$ cat src/rtl/sisc_swap_pkg.sv
// Shared definitions for the SISC swap/move sequencer: op codes, FSM state encoding,
// default widths and the next-state function used by swap_seq.
package sisc_swap_pkg;

    localparam int SWP_DATA_W = 32;
    localparam int SWP_ADDR_W = 4;
    localparam int SWP_OP_W   = 2;

    localparam logic [1:0] SWP_OP_SWAP    = 2'b00;
    localparam logic [1:0] SWP_OP_COPY_AB = 2'b01;
    localparam logic [1:0] SWP_OP_COPY_BA = 2'b10;
    localparam logic [1:0] SWP_OP_NOP     = 2'b11;

    typedef enum logic [1:0] {
        ST_IDLE = 2'b00,
        ST_WR_A = 2'b01,
        ST_WR_B = 2'b10,
        ST_FIN  = 2'b11
    } swp_state_t;

    // In IDLE the fresh op decides the path; afterwards only the captured op matters.
    function automatic swp_state_t swp_next_state(input swp_state_t st, input logic start,
                                                  input logic [1:0] op_new, input logic [1:0] op_cap);
        swp_state_t nxt;
        nxt = st;
        case (st)
            ST_IDLE: begin
                if (start) begin
                    case (op_new)
                        SWP_OP_SWAP:    nxt = ST_WR_A;
                        SWP_OP_COPY_AB: nxt = ST_WR_B;
                        SWP_OP_COPY_BA: nxt = ST_WR_A;
                        default:        nxt = ST_FIN;
                    endcase
                end
            end
            ST_WR_A: nxt = (op_cap == SWP_OP_SWAP) ? ST_WR_B : ST_FIN;
            ST_WR_B: nxt = ST_FIN;
            default: nxt = ST_IDLE;
        endcase
        return nxt;
    endfunction

endpackage

$ cat src/rtl/swap_wport_sel.sv
// Write-port select for the swap sequencer: picks address/data for the state being entered.
// With SWAP_SEQ_R0_PROTECT_EN defined, writes targeting address 0 are suppressed.
module swap_wport_sel
    import sisc_swap_pkg::*;
#(
    parameter int DATA_W = SWP_DATA_W,
    parameter int ADDR_W = SWP_ADDR_W
) (
    input  swp_state_t        nxt,
    input  logic [ADDR_W-1:0] a_addr,
    input  logic [ADDR_W-1:0] b_addr,
    input  logic [DATA_W-1:0] a_data,
    input  logic [DATA_W-1:0] b_data,
    output logic              we,
    output logic [ADDR_W-1:0] waddr,
    output logic [DATA_W-1:0] wdata
);

    always_comb begin
        we    = 1'b0;
        waddr = '0;
        wdata = '0;
        case (nxt)
            ST_WR_A: begin
                we    = 1'b1;
                waddr = a_addr;
                wdata = b_data;
            end
            ST_WR_B: begin
                we    = 1'b1;
                waddr = b_addr;
                wdata = a_data;
            end
            default: ;
        endcase
`ifdef SWAP_SEQ_R0_PROTECT_EN
        if (waddr == '0) begin
            we = 1'b0;
        end
`endif
    end

endmodule

$ cat src/rtl/swap_seq.sv
// Registered swap/move sequencer driving the register-file write port over one or two cycles.
// Optional build macro SWAP_SEQ_R0_PROTECT_EN suppresses writes to address 0 (see swap_wport_sel).
module swap_seq
    import sisc_swap_pkg::*;
#(
    parameter int DATA_W = SWP_DATA_W,
    parameter int ADDR_W = SWP_ADDR_W,
    parameter int OP_W   = SWP_OP_W
) (
    input  logic              clk,
    input  logic              rst,
    input  logic              start,
    input  logic [OP_W-1:0]   op,
    input  logic [ADDR_W-1:0] a_addr,
    input  logic [ADDR_W-1:0] b_addr,
    input  logic [DATA_W-1:0] a_data,
    input  logic [DATA_W-1:0] b_data,
    output logic              rf_we,
    output logic [ADDR_W-1:0] rf_waddr,
    output logic [DATA_W-1:0] rf_wdata,
    output logic              busy,
    output logic              done
);

    swp_state_t        state;
    swp_state_t        nxt;
    logic [1:0]        op_cap;
    logic [ADDR_W-1:0] a_cap;
    logic [ADDR_W-1:0] b_cap;
    logic [DATA_W-1:0] a_dcap;
    logic [DATA_W-1:0] b_dcap;
    logic              accept;
    logic              sel_we;
    logic [ADDR_W-1:0] sel_waddr;
    logic [DATA_W-1:0] sel_wdata;

    assign accept = (state == ST_IDLE) && start;
    assign nxt    = swp_next_state(state, start, op[1:0], op_cap);

    // On the accept edge the capture registers are not loaded yet, so select from the live inputs.
    swap_wport_sel #(
        .DATA_W(DATA_W),
        .ADDR_W(ADDR_W)
    ) u_sel (
        .nxt   (nxt),
        .a_addr(accept ? a_addr : a_cap),
        .b_addr(accept ? b_addr : b_cap),
        .a_data(accept ? a_data : a_dcap),
        .b_data(accept ? b_data : b_dcap),
        .we    (sel_we),
        .waddr (sel_waddr),
        .wdata (sel_wdata)
    );

    always_ff @(posedge clk) begin
        if (rst) begin
            state    <= ST_IDLE;
            op_cap   <= '0;
            a_cap    <= '0;
            b_cap    <= '0;
            a_dcap   <= '0;
            b_dcap   <= '0;
            rf_we    <= 1'b0;
            rf_waddr <= '0;
            rf_wdata <= '0;
            busy     <= 1'b0;
            done     <= 1'b0;
        end else begin
            state <= nxt;
            if (accept) begin
                op_cap <= op[1:0];
                a_cap  <= a_addr;
                b_cap  <= b_addr;
                a_dcap <= a_data;
                b_dcap <= b_data;
            end
            rf_we <= sel_we;
            // Address and data hold their last value whenever no write is issued.
            if (sel_we) begin
                rf_waddr <= sel_waddr;
                rf_wdata <= sel_wdata;
            end
            busy <= (nxt != ST_IDLE);
            done <= (nxt == ST_FIN);
        end
    end

endmodule

$ cat config.mk
export PLATFORM = sky130hd
export DESIGN_NAME = swap_seq
export DESIGN_NICKNAME = d
export VERILOG_FILES = /design/src/rtl/sisc_swap_pkg.sv /design/src/rtl/swap_wport_sel.sv /design/src/rtl/swap_seq.sv
export SDC_FILE = /design/constraint.sdc
export NUM_CORES = 1
export LEC_CHECK = 0
export ABC_AREA = 1
export BUFFER_PORTS_ARGS = -buffer_cell sky130_fd_sc_hd__clkbuf_2
export CAP_MARGIN = 20
export CORE_MARGIN = 2
export CORE_UTILIZATION = 42
export CTS_BUF_LIST = sky130_fd_sc_hd__clkbuf_16
export DETAILED_ROUTE_END_ITERATION = 16
export RECOVER_POWER = 25
export SLEW_MARGIN = 20
export SYNTH_ARGS = -nofsm -noshare
export SYNTH_HDL_FRONTEND = slang
export SYNTH_HIERARCHICAL = 1
export SYNTH_SLANG_ARGS = --single-unit
$ cat constraint.sdc
create_clock -name clk -period 4.3 [get_ports clk]
set_input_delay 0.43 -clock clk [delete_from_list [all_inputs] [get_ports clk]]
set_output_delay 0.43 -clock clk [all_outputs]
set_load 0.01 [all_outputs]
==> flow_metrics.tcl, run 1 <==
set metrics [dict create \
    worst_pin_slew_ns 0.963 \
    synth_compound_area_share_pct 14.4 \
    power_switching_mw 2.52 \
    die_height_um 114 \
    clock_sinks 115 \
    cp.depth 14 \
    worstPathArrival_ns 3.10 \
    yosys_warnings 6 \
    wl_per_cell_um 12.8 \
    crit_top_cell "inv_1" \
    die_w_um 114 \
    drt_drc_violations_left 0 \
    worst-path-buf-inv 6 \
    sw_frac_of_total_pct 44.9 \
    most-common-layout-cells "nor2_1, dfxtp_1, inv_1, nand2_1, clkbuf_2" \
    synth_mux_area_share_pct 0 \
    synth_cells 712 \
    leakage_nw 3.02 \
    cp-startpoint "state[0]" \
    slowest_stage "dfxtp_1" \
    slew-limit-headroom_pct 35.7 \
    r2r_slack_ns 1.50 \
    required_ns 4.60 \
    die-area_mm2 0.0131 \
    max_stage_delay_ns 0.39 \
    start_util_pct 42.7 \
    r2r-start "state[0]" \
    synth_nets 795 \
    synth_top_family_by_area "simple AND/OR/NAND/NOR gates" \
    critPathLaunchType "flop" \
    via_count 4511 \
    num_antenna_cells 0 \
    root_buffer "clkbuf_16" \
    synthSimpleGateAreaFrac_pct 26.6 \
    drtIter0Drc 187 \
    finalPower_mw 5.63 \
    finalCoreUtilization_pct 50.7 \
    maxSlewViolCount 0 \
    setup_tns_ns 0 \
    drive_above_1_share_pct 14.9 \
    p_clk_share_pct 21.6 \
    seqPwrFrac_pct 27.0 \
    path_cells "inv_1, ha_1, nand2_2, inv_2, nand2_1, nand3b_1, nand2_1, inv_1, ha_1, inv_1, buf_4, inv_2, nor2_1, nor2_1" \
    dp_hpwl_um 7970 \
    fin_nets 889 \
    wirelength_um 12300 \
    cts_resized 0 \
    combPwrFrac_pct 51.5 \
    htreeDepth 4 \
    clockBufferDepth 2 \
    cts.clk_slew.worst_paths_ns 0.05 \
    period_needed_ns 2.80 \
    crit_end "rf_wdata[13]" \
    grt_max_degree 76 \
    ys_seq_elements 115 \
    critPathTopFamily "buffers and inverters" \
    ctsHoldBuffers 0 \
    synthAdderAreaFrac_pct 1.47 \
    rows 40 \
    clkLatencyLatePin_ns 0.41 \
    grt_pass1_vias 4451 \
    io_pins 116 \
    syn-cell-area_mm2 0.00510 \
    hold_violations 0 \
    finalSetupViolations 0 \
    ys_types 21 \
    grtUsageTotal_pct 20.1 \
    cts_tree "yes" \
    hold_class "input port to flop" \
    synth_xor_area_share_pct 0 \
    antenna_left 0 \
    drt_pass1_iterations 4 \
    finalCritPeriodShare_pct 65.2 \
    worst-path-max-fanout 37 \
    io_buffers 115 \
    avgViaCountPerCell 4.68 \
    fin_skew_ns 0.00491 \
    place_congestion 0.822 \
    synthToLayoutAreaGrowth_pct 18.9 \
    critPathCaptureType "flop" \
    power.density_mw_per_mm2 927 \
    postCtsSetupRepairBufs 0 \
    status "completed" \
    syn_area_per_cell_um2 7.17 \
    path_class "flop to flop" \
    intPower_mw 3.10 \
    antenna_found_initial 0 \
    r2r-end "rf_wdata[13]" \
    maxCapViolCount 0 \
    coreArea_mm2 0.0120 \
    max_freq_mhz 357 \
    r2r_cells 14 \
    rsz0062_at_grt "false" \
    grt-ovfl-total 0 \
    synth-seq-area-share_pct 45.1 \
    ir_worst_vdd_v 0.000470 \
    numCtsBuffers 17 \
    mostFrequentLayoutCell "nor2_1" \
    grt_pass1_wl_um 20500 \
]
==> Yosys cell counts <==
cell type  count  share of area [%]
inv_2          2               0.15
inv_1         85                6.3
buf_2         15                1.5
o21ai_0       52                5.1
nor2_1       154                 11
clkbuf_2       2               0.20
buf_4          1               0.15
or2_0         23                2.8
a21oi_1       36                3.5
nand3_1        2               0.20
dfxtp_1      115                 45
nand2_2        1               0.12
buf_6         14                3.1
ha_1           6                1.5
or2_1         37                4.5
a21oi_2        1               0.17
nand3b_1       2               0.29
or2_2         12                1.5
o21ai_1       57                5.6
nand2_1       80                5.9
clkbuf_1      15                1.1
==> state kept, by name, summed over array words and instances (netlist names) <==
| signal | count |
|---|---|
| a_cap | 4 |
| a_dcap | 32 |
| b_cap | 4 |
| b_dcap | 32 |
| busy | 1 |
| done | 1 |
| op_cap | 2 |
| rf_waddr | 4 |
| rf_wdata | 32 |
| rf_we | 1 |
| state | 2 |
==> per-layer routing <==
layer | track usage [%] | vias up | routed length [um]
li1 | - | 2373 | -
met1 | 24.1 | 2016 | 5800
met2 | 34.3 | 108 | 5730
met3 | 5.40 | 14 | 621
met4 | 8.21 | 0 | 172
met5 | 0 | - | 0
==> cells by family (layout without fill, tap and decap cells) <==
family / Yosys count / in the layout
compound gates: 146 / 146
simple gates: 311 / 311
fa+ha+maj: 6 / 6
buf+inv: 134 / 239
flops: 115 / 115
==> power by group through the flow <==
stage / Clock (mW) / Combinational (mW) / Sequential [mW]
floorplan: 0 / 2.38 / 1.55
global placement: 0 / 2.86 / 1.53
detailed placement: 0 / 2.95 / 1.54
CTS: 1.24 / 2.97 / 1.52
global route: 1.30 / 3.38 / 1.54
finish: 1.21 / 2.90 / 1.52
==> worst reg2reg max path: stages (launching register included) <==
cell and delay (ns):
dfxtp_1 0.39, inv_1 0.09, ha_1 0.24, nand2_2 0.09, inv_2 0.04, nand2_1 0.08, nand3b_1 0.10, nand2_1 0.09
inv_1 0.06, ha_1 0.28, inv_1 0.35, buf_4 0.32, inv_2 0.30, nor2_1 0.21, nor2_1 0.06
==> worst min-delay path by stage <==
stage | from | end | slack, ns | depth (start not counted)
2_1_floorplan | op_cap[0] | op_cap[0] | 0.45 | 2
3_3_place_gp | op_cap[1] | op_cap[1] | 0.47 | 2
3_5_place_dp | op_cap[1] | op_cap[1] | 0.48 | 2
4_1_cts | a_data[27] | a_dcap[27] | 0.27 | 3
5_1_grt | b_data[3] | b_dcap[3] | 0.27 | 3
6_report | b_data[3] | b_dcap[3] | 0.28 | 3
==> through the flow <==
step	instances	worst slack [ns]	hold slack, ns	area (um2)
3_3_place_gp	934	1.67	0.471	5610
6_report	964	1.50	0.283	6070
5_1_grt	964	1.19	0.273	6070
2_1_floorplan	712	1.83	0.445	5100
3_5_place_dp	934	1.49	0.478	5610
4_1_cts	964	1.48	0.269	6120
==> area by class of cell <==
type                    count  area [um2]
clock buffers              17         425
well taps                 147         184
flip-flops and latches    115        2300
inverters                  87         327
multi-input cells         463        2170
clock inverters            13        80.1
repair buffers            122         581
fillers                  1256        5890
Note: power is estimated with default switching activity, not from simulation.
==> run 2: changes to the inputs <==
ABC_AREA = 0   (was 1)
PLACE_DENSITY = 0.67   (was not set)
clock period = 2.5 ns   (was 4.3 ns; I/O delays follow)
==> flow_metrics.tcl, run 2 <==
set metrics [dict create \
    synth_top_cell_by_area "dfxtp_1" \
    io_pins 116 \
    worstPathArrival_ns 2.60 \
    grt-ovfl-total 0 \
    most-common-layout-cells "dfxtp_1, clkbuf_2, nor2_1, nor2b_1, mux2_4" \
    status "completed" \
    rows 41 \
    maxSlewViolCount 0 \
    cts.clk_slew.worst_paths_ns 0.05 \
    dp_hpwl_um 7540 \
    num_antenna_cells 0 \
    critPathLaunchType "flop" \
    drt_drc_violations_left 0 \
    clock_sinks 115 \
    critPathCaptureType "flop" \
    period_needed_ns 2.32 \
    synth_nets 553 \
    syn-cell-area_mm2 0.00532 \
    synth_cells 470 \
    grt_pass1_wl_um 18300 \
    place_congestion 0.798 \
    holdCritStartpoint "op[1]" \
    synth_edf_count 0 \
    dr_wl_met2_um 5580 \
    fin_nets 663 \
    wl_per_cell_um 15.3 \
    drt_pass1_iterations 4 \
    yosys_warnings 6 \
    synthToLayoutAreaGrowth_pct 22.6 \
    hold_depth 3 \
    clockBufferDepth 2 \
    antenna_found_initial 0 \
    worst-path-max-fanout 14 \
    postCtsSetupRepairBufs 0 \
    r2r_slack_ns 0.18 \
    syn_area_per_cell_um2 11.3 \
    finalSetupViolations 0 \
    die_w_um 117 \
    grt_pass1_vias 3725 \
    ys_seq_elements 115 \
    synth_flop_cell "dfxtp_1" \
    avgViaCountPerCell 4.78 \
    ir_worst_vdd_v 0.00132 \
    met3_wirelength_um 628 \
    required_ns 2.78 \
    synth.most_common_cell "dfxtp_1" \
    finalCritPeriodShare_pct 92.8 \
    top_regs "a_dcap: 32 flops, b_dcap: 32 flops, rf_wdata: 32 flops" \
    power.density_mw_per_mm2 1490 \
    drtIter0Drc 211 \
    die_height_um 117 \
    holdWs_ns 0.111 \
    io_buffers 115 \
    slew-limit-headroom_pct 61.0 \
    grt_max_degree 62 \
    numCtsBuffers 17 \
    rsz0062_at_grt "false" \
    hold_class "input port to flop" \
    r2r-end "rf_waddr[0]" \
    clkLatencyLatePin_ns 0.42 \
    path_class "flop to flop" \
    fin_skew_ns 0.00749 \
    highest_layer "met4" \
    min_to "op_cap[1]" \
    mostFrequentLayoutCell "dfxtp_1" \
    r2r-start "state[0]" \
    route.layer.met1.wl_um 5240 \
    ys_async_sr_fraction_pct 0 \
    antenna_left 0 \
    yosys-top-cells-count "dfxtp_1, nor2_1, nor2b_1" \
    leakage_nw 2.91 \
    worst_pin_slew_ns 0.585 \
    coreArea_mm2 0.0125 \
    synth_area_leaders "dfxtp_1, mux2_4, nor2b_1" \
    via_count 3657 \
    yosys.area.top_type_share_pct 43.3 \
    die-area_mm2 0.0136 \
    drive_above_1_share_pct 36.9 \
    grtUsageTotal_pct 17.8 \
    setup_tns_ns 0 \
    synth-seq-area-share_pct 43.3 \
    maxCapViolCount 0 \
    cp-startpoint "state[0]" \
    wirelength_um 11700 \
    root_buffer "clkbuf_16" \
    cts_tree "yes" \
    htreeDepth 4 \
    r2r_cells 11 \
    max_freq_mhz 431 \
    start_util_pct 42.7 \
    hold_violations 0 \
    nFillCells 1130 \
    ys_types 23 \
]
## run 2: cell count changes after synthesis, moves of 12 or more
cell	before	now
a22oi_2	0	30
inv_1	85	5
mux2i_1	0	36
o21ai_0	52	0
or2_2	12	0
a21oi_1	36	3
nand2_1	80	3
o21ai_1	57	0
mux2_2	0	17
or2_0	23	0
or2_1	37	0
mux2_4	0	56
nor2b_1	0	73
nor2_1	154	74
## run 2: per-stage QoR
| step | util (%) | total power, mW | std cells | worst slack (ns) | instance area [um2] |
|---|---|---|---|---|---|
| floorplan | - | 6.54 | 470 | 0.0110 | 5350 |
| global placement | 48.5 | 7.56 | 733 | 0.237 | 6050 |
| detailed placement | 48.5 | 7.63 | 733 | 0.101 | 6050 |
| CTS | 52.6 | 9.78 | 765 | 0.0705 | 6560 |
| global route | 52.3 | 10.3 | 765 | 0.0141 | 6520 |
| finish | 52.3 | 9.70 | 765 | 0.180 | 6520 |
## run 2: area by class of cell
cell class,count,area (um2),area share [%]
flip-flops and latches,115,2300,35.3
inverters,5,18.8,0.288
repair buffers,127,733,11.2
clock buffers,17,425,6.52
clock inverters,15,87.6,1.34
well taps,172,215,3.30
multi-input cells,314,2740,42.0
## run 2: cells by family (layout without fill, tap and decap cells)
logic type               after synthesis  in the layout  share of synthesized area (%)
AO/OA/AOI/OAI                         43             43                           8.75
adder cells (fa/ha/maj)                6              6                           1.41
buffers and inverters                 41            164                           5.72
flip-flops                           115            115                           43.3
multiplexers                         109            109                           26.2
AND/OR/NAND/NOR                      156            156                           14.7
## run 2: metal layers
metal  vias up  global-route usage (%)
met5         -                       0
met4         0                    8.24
met3        15                    6.12
met2        83                    28.7
met1      1750                    21.4
li1       1809                       -
## run 2: critical path, stage by stage (launching register included)
cell and delay, ns:
dfxtp_1 0.38, inv_1 0.08, ha_1 0.21, buf_4 0.16
a21oi_1 0.27, nor2_1 0.15, ha_4 0.28, buf_12 0.19
a22oi_1 0.16, nor2_1 0.07, mux2i_1 0.16, nor2_1 0.06
## run 2: where the power goes
part / switching [mW] / total (mW) / leakage, nW / internal, mW
combinational: 2.76 / 5.21 / 1.69 / 2.45
clock: 0.791 / 2.10 / 0.281 / 1.31
sequential: 0.155 / 2.38 / 0.939 / 2.22
## run 2: worst max-delay path by stage
stage,to,cells after the start
floorplan,rf_waddr[0],14
global placement,rf_waddr[2],12
detailed placement,rf_waddr[0],11
CTS,rf_wdata[0],11
global route,rf_waddr[0],11
finish,rf_waddr[0],11
## run 2: timing repair
| item | CTS | global route |
|---|---|---|
| gates resized for setup | 0 | 1 |
| hold endpoints to repair | 0 | 0 |
| hold buffers | 0 | 0 |
| endpoints found under the setup margin | 0 | 25 |
==> run 3: changes to the inputs <==
CTS_BUF_LIST = not set   (was sky130_fd_sc_hd__clkbuf_16)
==> flow_metrics.tcl, run 3 (same netlist as run 2, synthesis figures left out) <==
set metrics [dict create \
    leakage_nw 2.90 \
    period_needed_ns 2.33 \
    antenna_left 0 \
    nFillCells 1127 \
    drtIter0Drc 177 \
    hold_violations 0 \
    finalSetupViolations 0 \
    critPathLaunchType "flop" \
    via_count 3643 \
    numCtsBuffers 17 \
    status "completed" \
    htreeDepth 4 \
    antenna_found_initial 0 \
    slew-limit-headroom_pct 61.1 \
    finalCritPeriodShare_pct 93.3 \
    worst-path-max-fanout 14 \
    power.density_mw_per_mm2 1500 \
    maxSlewViolCount 0 \
    most-common-layout-cells "dfxtp_1, clkbuf_2, nor2_1, nor2b_1, mux2_4" \
    fin_nets 663 \
    worstPathArrival_ns 2.61 \
    die_w_um 117 \
    cts.clk_slew.worst_paths_ns 0.05 \
    ir_worst_vdd_v 0.00131 \
    grt-ovfl-total 0 \
    path_class "flop to flop" \
    place_area_mm2 0.00605 \
    required_ns 2.78 \
    io_buffers 115 \
    final_cell_area_mm2 0.00655 \
    maxCapViolCount 0 \
    grt_max_degree 62 \
    grtUsageTotal_pct 17.7 \
    finalPower_mw 9.80 \
    grt_pass1_wl_um 18300 \
    avgViaCountPerCell 4.76 \
    dp_hpwl_um 7540 \
    setup_slack_ns 0.168 \
    io_pins 116 \
    grt_pass1_vias 3722 \
    critPathCaptureType "flop" \
    hold_class "input port to flop" \
    rows 41 \
    coreArea_mm2 0.0125 \
    finalNonFillerCells 765 \
    drt_pass1_iterations 4 \
    top_regs "a_dcap: 32 flops, b_dcap: 32 flops, rf_wdata: 32 flops" \
    die_height_um 117 \
    setup_tns_ns 0 \
    clockBufferDepth 2 \
    num_antenna_cells 0 \
    clkLatencyLatePin_ns 0.41 \
    place_congestion 0.798 \
    wl_per_cell_um 15.2 \
    max_freq_mhz 429 \
    mostFrequentLayoutCell "dfxtp_1" \
    place_inst 733 \
    clock_sinks 115 \
    dp_slack_ns 0.101 \
    root_buffer "clkbuf_16" \
    wirelength_um 11600 \
    drt_drc_violations_left 0 \
    synthToLayoutAreaGrowth_pct 23.2 \
    drive_above_1_share_pct 37.4 \
    die-area_mm2 0.0136 \
    cts_tree "yes" \
    fin_skew_ns 0.0148 \
    worst_pin_slew_ns 0.583 \
    start_util_pct 42.7 \
    rsz0062_at_grt "false" \
]
[run 3: cell types whose count changed in the layout (fill, tap and decap cells not counted)]
cell      previous run  this run
clkbuf_8             0         3
inv_1               11         4
clkinv_1             3         0
clkbuf_1            38        45
[run 3: worst paths after layout]
kind | start | endpoint | slack [ns] | depth (start not counted)
hold reg to reg | op_cap[1] | op_cap[1] | 0.47 | 2
setup reg to reg | state[0] | rf_waddr[0] | 0.17 | 11
setup / recovery | state[0] | rf_waddr[0] | 0.17 | 11
hold / removal | op[1] | op_cap[1] | 0.11 | 3
[run 3: worst max-delay path, stage by stage, from the launching register on]
cell	delay, ns
dfxtp_1	0.38
inv_1	0.08
ha_1	0.21
buf_4	0.16
a21oi_1	0.27
nor2_1	0.15
ha_4	0.28
buf_12	0.19
a22oi_1	0.17
nor2_1	0.08
mux2i_1	0.16
nor2_1	0.06
[run 3: layout make-up]
type	instances	area (um2)	share of cell area (%)
clock buffers	27	493	7.52
clock inverters	5	50.0	0.764
inverters	5	18.8	0.286
multi-input cells	314	2740	41.8
flip-flops and latches	115	2300	35.1
well taps	172	215	3.28
repair buffers	127	733	11.2
[run 3: layer usage]
metal / vias to the layer above / part of all wire (%) / GRT usage, %
met5: - / 0 / 0
li1: 1809 / - / -
met3: 18 / 4.9 / 5.81
met1: 1736 / 45 / 21.3
met2: 80 / 48 / 28.7
met4: 0 / 2.0 / 8.00
[run 3: power breakdown]
part | internal (mW) | total [mW] | switching, mW
Sequential | 2.22 | 2.38 | 0.156
Clock | 1.44 | 2.22 | 0.785
Combinational | 2.45 | 5.20 | 2.74
[run 3: metrics by stage]
stage,hold WS [ns],util [%]
2_1_floorplan,0.397,-
3_3_place_gp,0.445,48.5
3_5_place_dp,0.465,48.5
4_1_cts,0.0919,52.9
5_1_grt,0.123,52.6
6_report,0.114,52.6
[run 3: repair_timing]
| item | in CTS | in global routing |
|---|---|---|
| gates resized for setup | 0 | 1 |
| hold buffers | 0 | 0 |
| endpoints found under the setup margin | 0 | 25 |
| setup buffers | 0 | 0 |
